--- config.mk ---
export PLATFORM = sky130hd
export DESIGN_NAME = stage_fetch_queued
export DESIGN_NICKNAME = d
export VERILOG_FILES = /design/src/rtl/fetch_pkg.sv /design/src/rtl/sync_fifo.sv /design/src/rtl/stage_fetch_queued.sv
export SDC_FILE = /design/constraint.sdc
export NUM_CORES = 1
export LEC_CHECK = 0
export CORE_ASPECT_RATIO = 1.75
export CORE_UTILIZATION = 63
export CTS_CLUSTER_SIZE = 16
export DETAILED_ROUTE_END_ITERATION = 10
export DONT_BUFFER_PORTS = 1
export PLACE_DENSITY_LB_ADDON = 0.12
export SYNTH_ARGS = -nofsm -noshare
export SYNTH_HDL_FRONTEND = slang
export SYNTH_SLANG_ARGS = --single-unit
--- constraint.sdc ---
create_clock -name clk -period 5.6 [get_ports clk]
set_clock_uncertainty 0.05 [all_clocks]
set_input_delay 0.84 -clock clk [delete_from_list [all_inputs] [get_ports clk]]
set_output_delay 0.84 -clock clk [all_outputs]
set_load 0.005 [all_outputs]
--- src/rtl/fetch_pkg.sv ---
// Shared types and constants for the queued fetch stage.
// Latency: n/a (declarations only).
// Backpressure: n/a (declarations only).
//
// fetch_entry_t is the payload carried by the instruction queue. Its field
// widths are the widths the fetch stage is built with by default. A top that
// overrides ADDR_W or DATA_W must keep them equal to these.
package fetch_pkg;

  localparam int FETCH_ADDR_W = 32;
  localparam int FETCH_DATA_W = 32;

  localparam logic [FETCH_ADDR_W-1:0] RESET_PC_DEFAULT = 32'h8000_0000;

  // Byte distance between sequential instruction words.
  localparam int PC_STEP = 4;

  typedef struct packed {
    logic [FETCH_ADDR_W-1:0] pc;
    logic [FETCH_DATA_W-1:0] instr;
  } fetch_entry_t;

endpackage

--- src/rtl/sync_fifo.sv ---
// Generic synchronous FIFO with flush and an occupancy count.
// Latency: a push is visible at pop_data/empty on the next cycle.
// Backpressure: none internally; the caller must not push when full without popping.
//
// Ports:
//   clk, reset        clock, synchronous active-high reset
//   flush             empties the FIFO; takes priority over push/pop
//   push, push_data   write one entry
//   pop               drop the head entry (pop_data shows the head combinationally)
//   count/empty/full  occupancy
module sync_fifo #(
  parameter int WIDTH = 8,
  parameter int DEPTH = 4,
  parameter int CNT_W = $clog2(DEPTH + 1)
) (
  input  logic             clk,
  input  logic             reset,
  input  logic             flush,
  input  logic             push,
  input  logic [WIDTH-1:0] push_data,
  input  logic             pop,
  output logic [WIDTH-1:0] pop_data,
  output logic [CNT_W-1:0] count,
  output logic             empty,
  output logic             full
);

  // DEPTH need not be a power of two, so pointers wrap explicitly.
  localparam int PTR_W = (DEPTH > 1) ? $clog2(DEPTH) : 1;

  logic [WIDTH-1:0] mem [DEPTH];
  logic [PTR_W-1:0] rd_ptr;
  logic [PTR_W-1:0] wr_ptr;
  logic             do_push;
  logic             do_pop;

  function automatic logic [PTR_W-1:0] next_ptr(input logic [PTR_W-1:0] p);
    return (p == PTR_W'(DEPTH - 1)) ? '0 : p + PTR_W'(1);
  endfunction

  assign empty    = (count == '0);
  assign full     = (count == CNT_W'(DEPTH));
  assign pop_data = mem[rd_ptr];
  assign do_pop   = pop && !empty;
  // A simultaneous pop frees the slot, so push into a full FIFO is fine then.
  assign do_push  = push && (!full || do_pop);

  always_ff @(posedge clk) begin
    if (reset || flush) begin
      rd_ptr <= '0;
      wr_ptr <= '0;
      count  <= '0;
    end else begin
      if (do_push) wr_ptr <= next_ptr(wr_ptr);
      if (do_pop)  rd_ptr <= next_ptr(rd_ptr);
      count <= count + CNT_W'(do_push) - CNT_W'(do_pop);
    end
  end

  always_ff @(posedge clk) begin
    if (do_push && !flush) mem[wr_ptr] <= push_data;
  end

  a_no_overflow: assert property (@(posedge clk) disable iff (reset)
    !(push && full && !pop && !flush))
    else $error("sync_fifo: push into full FIFO");

  a_no_underflow: assert property (@(posedge clk) disable iff (reset)
    !(pop && empty && !flush))
    else $error("sync_fifo: pop from empty FIFO");

endmodule

--- src/rtl/stage_fetch_queued.sv ---
// Pipelined instruction fetch: issues sequential PCs ahead of decode and queues returned words.
// Latency: response-to-out_valid 1 cycle; redirect-to-first-request 1 cycle.
// Backpressure: out_ready stalls the queue; request credits keep (queued + in flight) <= DEPTH.
//
// Ports:
//   clk, reset                      clock, synchronous active-high reset
//   redirect, redirect_pc           load a new PC, flush queue, drop in-flight responses
//   req_valid/req_ready/req_addr    request channel to instruction memory
//   resp_valid/resp_data            in-order response channel (always accepted)
//   out_valid/out_ready             head entry handshake to decode
//   out_instr, out_pc               head entry
//   out_pc_add4/add8/sub4           head PC +4, +8, -4 (wrapping)
module stage_fetch_queued
  import fetch_pkg::*;
#(
  parameter int                ADDR_W          = FETCH_ADDR_W,
  parameter int                DATA_W          = FETCH_DATA_W,
  parameter logic [ADDR_W-1:0] RESET_PC        = RESET_PC_DEFAULT,
  parameter int                DEPTH           = 4,
  parameter int                MAX_OUTSTANDING = 2
) (
  input  logic              clk,
  input  logic              reset,
  input  logic              redirect,
  input  logic [ADDR_W-1:0] redirect_pc,
  output logic              req_valid,
  input  logic              req_ready,
  output logic [ADDR_W-1:0] req_addr,
  input  logic              resp_valid,
  input  logic [DATA_W-1:0] resp_data,
  output logic              out_valid,
  input  logic              out_ready,
  output logic [DATA_W-1:0] out_instr,
  output logic [ADDR_W-1:0] out_pc,
  output logic [ADDR_W-1:0] out_pc_add4,
  output logic [ADDR_W-1:0] out_pc_add8,
  output logic [ADDR_W-1:0] out_pc_sub4
);

  localparam int INF_W  = $clog2(MAX_OUTSTANDING + 1);
  localparam int QCNT_W = $clog2(DEPTH + 1);

  logic [ADDR_W-1:0] fetch_pc;
  logic [INF_W-1:0]  inflight;
  logic [INF_W-1:0]  inflight_next;
  logic [INF_W-1:0]  discard;

  logic              req_fire;
  logic              resp_keep;
  logic              q_pop;
  logic [ADDR_W-1:0] resp_pc;

  logic [INF_W-1:0]  pcq_count;
  logic              pcq_empty;
  logic              pcq_full;

  logic [QCNT_W-1:0] q_count;
  logic              q_empty;
  logic              q_full;
  fetch_entry_t      q_push_entry;
  fetch_entry_t      q_head;

  // Credits: every request may only go out if its response is guaranteed a
  // queue slot, counting entries already queued plus all responses pending.
  assign req_valid = !reset && !redirect
                   && (int'(inflight) < MAX_OUTSTANDING)
                   && ((int'(q_count) + int'(inflight)) < DEPTH);
  assign req_addr  = fetch_pc;
  assign req_fire  = req_valid && req_ready;

  // A response arriving in a redirect cycle is stale as well.
  assign resp_keep = resp_valid && (discard == '0) && !redirect;

  assign inflight_next = inflight + INF_W'(req_fire) - INF_W'(resp_valid);

  always_ff @(posedge clk) begin
    if (reset) begin
      fetch_pc <= RESET_PC;
      inflight <= '0;
      discard  <= '0;
    end else begin
      inflight <= inflight_next;
      if (redirect) begin
        fetch_pc <= {redirect_pc[ADDR_W-1:2], 2'b00};
        // Everything still outstanding after this cycle is stale; pending
        // discards are a subset of that, so this also covers back-to-back
        // redirects.
        discard  <= inflight_next;
      end else begin
        if (req_fire) fetch_pc <= fetch_pc + ADDR_W'(PC_STEP);
        if (resp_valid && (discard != '0)) discard <= discard - INF_W'(1);
      end
    end
  end

  // Request PCs travel alongside the in-order memory. It is never flushed:
  // stale PCs leave together with their (discarded) responses.
  sync_fifo #(
    .WIDTH (ADDR_W),
    .DEPTH (MAX_OUTSTANDING)
  ) u_pc_fifo (
    .clk       (clk),
    .reset     (reset),
    .flush     (1'b0),
    .push      (req_fire),
    .push_data (fetch_pc),
    .pop       (resp_valid),
    .pop_data  (resp_pc),
    .count     (pcq_count),
    .empty     (pcq_empty),
    .full      (pcq_full)
  );

  assign q_push_entry = '{pc: resp_pc, instr: resp_data};
  // Pops in a redirect cycle are ignored because the whole queue is flushed.
  assign q_pop        = out_valid && out_ready && !redirect;

  sync_fifo #(
    .WIDTH ($bits(fetch_entry_t)),
    .DEPTH (DEPTH)
  ) u_instr_queue (
    .clk       (clk),
    .reset     (reset),
    .flush     (redirect),
    .push      (resp_keep),
    .push_data (q_push_entry),
    .pop       (q_pop),
    .pop_data  (q_head),
    .count     (q_count),
    .empty     (q_empty),
    .full      (q_full)
  );

  assign out_valid   = !q_empty;
  assign out_instr   = q_head.instr;
  assign out_pc      = q_head.pc;
  assign out_pc_add4 = q_head.pc + ADDR_W'(PC_STEP);
  assign out_pc_add8 = q_head.pc + ADDR_W'(2 * PC_STEP);
  assign out_pc_sub4 = q_head.pc - ADDR_W'(PC_STEP);

  a_resp_needs_inflight: assert property (@(posedge clk) disable iff (reset)
    resp_valid |-> (inflight != '0))
    else $error("stage_fetch_queued: response with nothing in flight");

  a_inflight_bound: assert property (@(posedge clk) disable iff (reset)
    int'(inflight) <= MAX_OUTSTANDING)
    else $error("stage_fetch_queued: inflight exceeds MAX_OUTSTANDING");

  a_pc_fifo_tracks: assert property (@(posedge clk) disable iff (reset)
    (pcq_count == inflight) && !(resp_valid && pcq_empty)
    && !(req_fire && pcq_full && !resp_valid))
    else $error("stage_fetch_queued: request PC FIFO out of step with inflight");

  a_queue_no_overflow: assert property (@(posedge clk) disable iff (reset)
    !(resp_keep && q_full && !q_pop))
    else $error("stage_fetch_queued: push into full instruction queue");

endmodule

* After elaboration in Yosys (flattened, before gate mapping)
Memories as Yosys holds them, arrays and structs flattened. A register that Yosys moved wholly into a read port is not among the register bits.
Index checks and enable logic that the tools add are counted.
** Cells by class
- Add/subtract/negate cells :: 16
- Order comparisons :: 2
- Equal/unequal tests :: 4
- Reductions and logical operators :: 30
- Muxes and demuxes :: 16
** Operators by type and width (number)
- adder 32 x 3 -> 32 bit, second input constant :: 2
- 2-to-1 mux 32 bit :: 2
- adder 32 x 4 -> 32 bit, second input constant :: 1
- subtractor 32 x 3 -> 32 bit, second input constant :: 1
- logical AND 1 bit :: 14
- 2-to-1 mux 2 bit :: 6
- 2-to-1 mux 1 bit :: 8
- equality test 2 bit, second input constant :: 3
- logical NOT 1 bit :: 6
- nonzero test 2 bit :: 3
- adder 2 x 1 -> 2 bit :: 2
- adder 2 x 1 -> 2 bit, second input constant :: 2
- adder 3 x 2 -> 4 bit :: 1
- logical NOT 2 bit :: 2
- < comparator 4 x 3 -> 1 bit, second input constant :: 1
- subtractor 2 x 1 -> 2 bit :: 2
- adder 3 x 1 -> 3 bit :: 1
- equality test 3 bit, second input constant :: 1
- logical NOT 3 bit :: 1
- logical OR 1 bit :: 3
- subtractor 3 x 1 -> 3 bit :: 1
- adder 1 bit, second input constant :: 2
- < comparator 2 bit, second input constant :: 1
- OR reduction 2 bit :: 1
- subtractor 2 x 1 -> 2 bit, second input constant :: 1
** Storage, ports and cells
- Memories :: 2
- Input bits :: 70
- RAM bits :: 320
- Bits in registers :: 47
- Word-level logic and storage cells :: 80
- Output and inout bits :: 194
** Memory list
- u_instr_queue.mem :: words 4, bits a word 64, read ports 1, clocked after Yosys merged registers in 1, wr ports 1, RTL line sync_fifo.sv:31 : logic [WIDTH-1:0] mem [DEPTH];
- u_pc_fifo.mem :: words 2, bits a word 32, read ports 1, clocked after Yosys merged registers in 1, wr ports 1, RTL line sync_fifo.sv:31

* Logic depth before layout (Yosys ltp)
Gate-level depths: netlist of the first run.
- Depth after elaboration :: 10
- Depth in mapped cells :: 14
- Mapped depth without buffers :: 11

* By module
From an unflattened synthesis of the first run, not the netlist that was laid out.
** Unflattened totals
- Cells, all modules :: 1021
- Area, all modules :: 15971.6 µm²
** By module, submodules not included
- sync_fifo at u_instr_queue :: sequential area each 7867.5 µm², instances 1, area each 9723.1 µm², cells each 385
- stage_fetch_queued :: sequential area each 680.7 µm², instances 1, area each 3697.3 µm², cells each 506
- sync_fifo at u_pc_fifo :: sequential area each 2021.9 µm², instances 1, area each 2551.2 µm², cells each 130

* Worst setup path before layout of the first run
No wires, ideal clock.
- Path type :: reg2out
- From :: register (tool-made name)
- To :: output port out_pc_sub4[14]
- Arrival time :: 3.399 ns
- Setup slack :: 1.311 ns
- Stages on the path, launching flop included :: 13
- Required time :: 4.710 ns
- Path buffers :: 5
- Path through :: dfxtp_1 -> buf_6 -> buf_6 -> buf_4 -> buf_2 -> mux4_2 -> inv_1 -> ha_1 -> or4b_1 -> buf_2 -> nor4b_4 -> and2b_1 -> xor2_1
** RTL lines
- to (decl) :: RTL line stage_fetch_queued.sv:37 : output logic [ADDR_W-1:0] out_pc_sub4

==> summary.txt, run 1 <==
Worst setup path
  – CP max FO: 22
  – Worst setup EP type: output port
  – Worst-case reg-to-reg path depth: 7
  – CP Launch Type: flip-flop
  – Type of the worst setup path: reg -> out
  – R2r setup slk: between 2000 and 2500 ps
  – Worst Path Arrival: roughly 4100 ps
  – Reg2reg end: u_pc_fifo.mem[0][2]
  – CP required: about 4700 ps
  – RR Startpoint: u_instr_queue.count[1]
  – Worst Setup EP: out_pc_sub4[24]

Clocking
  – CTS Buffer Depth: 3
  – Clock Latency Late Sink: roughly 560 ps
  – Inserted Clock Buffers: 30
  – Root Driver: clkbuf_16
  – H-tree depth: 1
  – Clk sinks: approximately 360
  – CTS tree: built
  – Post-CTS Hold Buffers: 0
  – Post-CTS setup buffer count: 0
  – Clock slew at reported path FFs: 70 ps
  – Post-CTS sizing: 0

Yosys
  – Count of different cell masters after synthesis: 60
  – Synth Flop Type: edfxtp_1
  – Syn_area_per_cell: 15.3 um^2
  – Sequential area share after synthesis: 0.659
  – Yosys top cell area share: 0.597
  – Asr flop ratio synth: 0
  – Mapped Area: roughly 16000 um^2
  – Cells after Synth: ~1000
  – YS warnings: 0
  – Count leader, synth: edfxtp_1
  – Leading post-synthesis cells by cell area: edfxtp_1 60%, mux4_2 9.0%, dfxtp_1 6.2%
  – Synth Register Bits: between 300 and 400
  – Post-synth EDFFs: roughly 310
  – Synth top cells by count: 308 x edfxtp_1, 72 x xnor2_1, 67 x nand2_1
  – Largest area contributor in the netlist: edfxtp_1

Global routing
  – Antenna violations before repair: 0
  – First-pass GRT wire length: around 48000 um
  – Total global-route track usage: 0.255
  – GRT overflow: 0
  – Vias in the first global route: between 8000 and 9000
  – Largest net degree at the start of global routing: 48

Flow run
  – Max_cap viols: 0

Pwr
  – Int Pwr: ~4.4 mW
  – Overall Power: about 5.6 mW
  – Lkg Pwr: roughly 5.3 nW
  – Net Sw Frac: 0.225
  – Maximum vdd drop: between 0.2 and 0.25 mV
  – Flop pwr share: 0.546
  – Clock share of power: 0.361
  – Combinational Power Share: 0.093
  – Pwr dens: 338 nW/um^2
  – Psw: approximately 1.3 mW

Final layout
  – # diodes: 0
  – Fillers: between 1500 and 2000
  – NumNets Final: around 1100
  – Non-filler instance count after layout: ~1300
  – Layout cell share with drive strength beyond 1: 0.166
  – Area grow syn2layout: 7.43%

Status
  – Status: finished, final reports clean

STA
  – Final Hold Fails: 0
  – Final period util: 0.887
  – Final setup TNS: 0 ps
  – Max Slew Vio Count: 0
  – FMAX: between 0.2 and 0.25 GHz
  – Slew @ Worst Pin: between 900 and 1000 ps
  – Setup-failing EPs final: 0
  – RSZ-0062 raised after global routing: no
  – Crit path time final: 4970 ps
  – Slew headroom: 0.348

Place
  – HPWL after DPL: around 21000 um
  – Count of input and output buffers: 0
  – Placed cell count: ~1300
  – GPL Wtd Cong: 0.802

Drt
  – ANT nets after route: 0
  – Vias: between 8000 and 9000
  – Wire per inst: 24.0 um
  – DRC violations left: 0
  – DRT Pass-1 Iters: 8
  – First DRT Iteration DRCs: 499
  – Total routed wirelength: 31900 um
  – Via density per instance: roughly 6.5

Hold path
  – Worst min path class: in -> reg

Floorplan
  – Die Wd: roughly 120 um
  – Core area: 24000 um^2
  – Row count: 75
  – Die ar.: around 25000 um^2
  – Die H: approximately 210 um
  – Starting Density: 0.645
  – IO Count: approximately 260
-- logic make-up after synthesis --
kind of cell,after synthesis,synth area share
AO/OA/AOI/OAI,77,0.0331
XOR/XNOR,98,0.0554
adder cells (fa/ha/maj),20,0.0166
buffers and inverters,104,0.0316
flip-flops,356,0.659
multiplexers,95,0.114
other,1,0.000242
AND/OR/NAND/NOR,265,0.0906
-- through the flow --
| step | hold slack (ps) | setup WS (ps) | area (um^2) | utilization |
|---|---|---|---|---|
| finish | 294 | 631 | 16700 | 0.693 |
| global route | 277 | 407 | 16700 | 0.693 |
| CTS | 267 | 579 | 16700 | 0.693 |
| detailed placement | 435 | 1190 | 15700 | 0.653 |
| global placement | 420 | 1200 | 15700 | 0.653 |
| floorplan | 412 | 1310 | 15500 | - |
-- critical path: stages (launching register included) --
cell	delay, ps
dfxtp_4	390
buf_4	410
mux4_2	700
or4b_1	710
nor4b_4	800
nand4_1	220
xnor2_1	280
-- placed cells by master, fill, tap and decap left out, types with 28 or more instances in the layout --
master | Yosys | final
clkbuf_16 | 0 | 31
dfxtp_1 | 48 | 46
edfxtp_1 | 308 | 308
mux2_2 | 31 | 31
mux4_2 | 62 | 62
nand2_1 | 67 | 67
nand3_1 | 28 | 28
nand4_1 | 31 | 31
nor2_1 | 45 | 45
xnor2_1 | 72 | 72
-- power by group through the flow --
stage	registers (mW)	clock network (mW)	logic [mW]
after CTS	3.07	2.06	0.527
final	3.07	2.03	0.523
after global placement	3.12	0	0.514
after global routing	3.08	2.14	0.572
after floorplan	3.11	0	0.426
after detailed placement	3.12	0	0.525
-- cell type report --
| cell class | count | area, um^2 | share of cell area |
|---|---|---|---|
| Inverter | 26 | 97.6 | 0.00586 |
| Multi-Input combinational cell | 565 | 4840 | 0.291 |
| Clock inverter | 18 | 165 | 0.00992 |
| Timing Repair Buffer | 20 | 150 | 0.00902 |
| Clock buffer | 37 | 798 | 0.0479 |
| Sequential cell | 356 | 10200 | 0.613 |
| Tap cell | 308 | 385 | 0.0231 |
-- registers in the layout (all words and copies together) (netlist names), named ones only --
name / cells
u_instr_queue.mem: 248
u_pc_fifo.mem: 60
req_addr: 30
u_instr_queue.count: 3
discard: 2
inflight: 2
u_instr_queue.rd_ptr: 2
u_instr_queue.wr_ptr: 2
u_pc_fifo.count: 2
u_pc_fifo.rd_ptr: 1
u_pc_fifo.wr_ptr: 1
-- worst min-delay path by stage --
stage,start,endpoint,slack (ps),cells after the start
2_1_floorplan,u_instr_queue.rd_ptr[1],flip-flop,410,2
3_3_place_gp,u_instr_queue.rd_ptr[1],u_instr_queue.rd_ptr[1],420,2
3_5_place_dp,u_instr_queue.rd_ptr[1],u_instr_queue.rd_ptr[1],440,2
4_1_cts,reset,req_addr[18],270,1
5_1_grt,reset,req_addr[12],280,1
6_report,reset,req_addr[26],290,1
-- metal layers --
layer | up-vias | global-route usage | routed length [um]
li1 | 3832 | - | -
met1 | 4345 | 0.299 | 11500
met2 | 404 | 0.454 | 16800
met3 | 62 | 0.0554 | 2530
met4 | 0 | 0.103 | 1020
met5 | - | 0 | 0
Power figures use the tool's default switching activity.
==> run 2: changes to the inputs <==
--- a/config.mk
+++ b/config.mk
@@ -6,7 +6,7 @@
 export NUM_CORES = 1
 export LEC_CHECK = 0
 export CORE_ASPECT_RATIO = 1.75
-export CORE_UTILIZATION = 63
+export CORE_UTILIZATION = 65
 export CTS_CLUSTER_SIZE = 16
 export DETAILED_ROUTE_END_ITERATION = 10
 export DONT_BUFFER_PORTS = 1
==> constraint.sdc (replaced) <==
create_clock -name clk -period 5.8 [get_ports clk]
set_clock_uncertainty 0.05 [all_clocks]
set_input_delay 0.87 -clock clk [delete_from_list [all_inputs] [get_ports clk]]
set_output_delay 0.87 -clock clk [all_outputs]
set_load 0.005 [all_outputs]
==> run 2 against run 1 <==
Hold slack better by 24 ps. Setup slack improved by 110 ps. Cell area grew 0.17%. Die area fell by 3.0%. Core utilization is 2.2 points higher. Wire length is 3.0% higher. Combinational power down 2%. Global-route usage grew 1.6 points. Sequential power fell by 4%.
==> summary.txt, run 2 (synthesis gave the netlist of run 1 again) <==
STA
  – Final setup TNS: 0 ps (unchanged)
  – Setup-failing EPs final: 0 (unchanged)
  – Final worst slack: 745 ps (+114 ps)
  – Slew @ Worst Pin: 1080 ps (+99.0 ps)
  – FMAX: between 0.15 and 0.2 GHz
  – RSZ-0062 raised after global routing: no
  – Final period util: 0.872
  – Max Slew Vio Count: 0 (unchanged)
  – Final Hold Fails: 0 (unchanged)
  – Slew headroom: 0.276 (-0.0719)
  – Crit path time final: ~5000 ps

Worst setup path
  – CP max-delay cell: nor4b_4
  – CP required: 4880 ps (+170 ps)
  – Crit-path cells: mux4_2 > inv_1 > ha_1 > or4b_1 > nor4b_4 > nand4_1 > xnor2_1
  – Reg2reg end: u_pc_fifo.mem[0][27]
  – CP max FO: 13 (-41%)
  – R2r setup slk: 2770 ps (+690 ps)
  – Critical Path Max Stage Delay: 840 ps (+40 ps)
  – CP Launch Type: flip-flop
  – Worst setup EP type: output port
  – Type of the worst setup path: reg -> out
  – RR Startpoint: u_instr_queue.count[1]
  – Worst Path Arrival: 4130 ps (+50 ps)
  – Worst-case reg-to-reg path depth: 9 (+2)

Global routing
  – Met3 usage: 0.0571 (+0.00168)
  – Vias in the first global route: 8622 (+2.4%)
  – Total global-route track usage: 0.272 (+0.0164)
  – GRT Max-Usage Layer: met2
  – Routing usage on met1: 0.292 (-0.00674)
  – First-pass GRT wire length: 49500 um (+2.4%)
  – M2 GR Usage: 0.504 (+0.0501)
  – GRT overflow: 0 (unchanged)
  – Largest net degree at the start of global routing: 56 (+17%)
  – Antenna violations before repair: 0 (unchanged)

Floorplan
  – Die Wd: 119 um (-1.5%)
  – Starting Density: 0.664 (+0.0191)
  – Core area: 23300 um^2 (-2.9%)
  – Die ar.: 24500 um^2 (-3.0%)
  – Die H: 206 um (-1.5%)
  – Row count: 74 (-1.3%)
  – IO Count: 264 (unchanged)

Clocking
  – Post-CTS Hold Buffers: 0 (unchanged)
  – Inserted Clock Buffers: 30 (unchanged)
  – Root Driver: clkbuf_16
  – CTS Buffer Depth: 3 (unchanged)
  – Post-CTS setup buffer count: 0 (unchanged)
  – Clock slew at reported path FFs: 60 ps (about the same)
  – Clock Latency Late Sink: 560 ps (about the same)
  – Post-CTS sizing: 0 (unchanged)
  – H-tree depth: 1 (unchanged)
  – Clk sinks: 356 (unchanged)
  – CTS tree: built

Pwr
  – Maximum vdd drop: 0.216 mV (-7.6%)
  – Pwr dens: 331 nW/um^2 (-2.0%)
  – Lkg Pwr: 5.27 nW (about the same)

Status
  – Status: finished, final reports clean

Drt
  – Total routed wirelength: 32900 um (+3.0%)
  – Wire per inst: 24.9 um (+3.6%)
  – DRC violations left: 0 (unchanged)
  – First DRT Iteration DRCs: 607 (+22%)
  – ANT nets after route: 0 (unchanged)
  – Vias: 8625 (-0.21%)
  – DRT Pass-1 Iters: 5 (-3)
  – Via density per instance: 6.52 (+0.40%)

Hold path
  – Min-Delay Path Depth: 1 (unchanged)
  – Hold endpoint: req_addr[4]
  – Worst min path class: in -> reg
  – HP Start: reset

Place
  – Count of input and output buffers: 0 (unchanged)
  – GPL Wtd Cong: 0.819 (+2.2%)
  – Pre-CTS setup slack: 1320 ps (+130 ps)
  – HPWL after DPL: 22400 um (+5.3%)

Final layout
  – Most common cell after layout, fill and taps aside: edfxtp_1
  – Reg with most FFs: u_instr_queue.mem
  – Most frequent cells in the layout: 308 x edfxtp_1, 72 x xnor2_1, 67 x nand2_1
  – NumNets Final: 1084 (-0.46%)
  – Layout cell share with drive strength beyond 1: 0.166 (-0.000329)
  – Area grow syn2layout: 7.61%
  – Number of flip-flops in the largest register: 248 (unchanged)
  – # diodes: 0 (unchanged)

Flow run
  – Max_cap viols: 0 (unchanged)
[run 2: power breakdown]
| part | internal [mW] | total (mW) | switching [mW] |
|---|---|---|---|
| clock network | 1.18 | 2.04 | 0.862 |
| registers | 2.91 | 2.96 | 0.0546 |
| logic | 0.192 | 0.513 | 0.321 |
| total | 4.28 | 5.52 | 1.24 |
[run 2: routing by layer]
metal  vias to the layer above  wire [um]  share of wire
met1                      4288      11400           0.35
met3                        79       2420          0.073
met5                         -          0              0
met2                       436      17700           0.54
met4                         0       1350          0.041
li1                       3822          -              -
[run 2: worst max-delay path: cells and delay by family (launching register included)]
kind | cells | cell delay (ps)
xor+xnor | 1 | 270
fa+ha+maj | 1 | 210
buf+inv | 1 | 220
flops | 1 | 460
mux | 1 | 760
simple gates | 3 | 1640
[run 2: worst max path at each step]
stage,start,endpoint,slack [ps],cells past startpoint
floorplan,flip-flop,out_pc_sub4[14],1480,12
CTS,flip-flop,out_pc_sub4[28],710,7
finish,flip-flop,out_pc_sub4[28],750,7
global route,flip-flop,out_pc_sub4[30],590,6
global placement,flip-flop,out_pc_sub4[24],1370,7
detailed placement,flip-flop,out_pc_sub4[28],1320,7
[run 2: final cells by class]
type | instances | area, um^2
Inverter | 26 | 97.6
Fill cell | 1559 | 6650
Tap cell | 304 | 380
Sequential cell | 356 | 10200
Clock inverter | 12 | 146
Multi-Input combinational cell | 565 | 4840
Timing Repair Buffer | 15 | 125
Clock buffer | 44 | 875
[run 2: metrics by stage]
stage,util,hold slack [ps],power [mW],cells,cell area (um^2)
floorplan,-,412,3.41,1025,15500
global placement,0.671,420,3.51,1266,15700
detailed placement,0.671,431,3.53,1266,15700
CTS,0.715,294,5.56,1322,16700
global route,0.715,306,5.68,1322,16700
finish,0.715,318,5.52,1322,16700
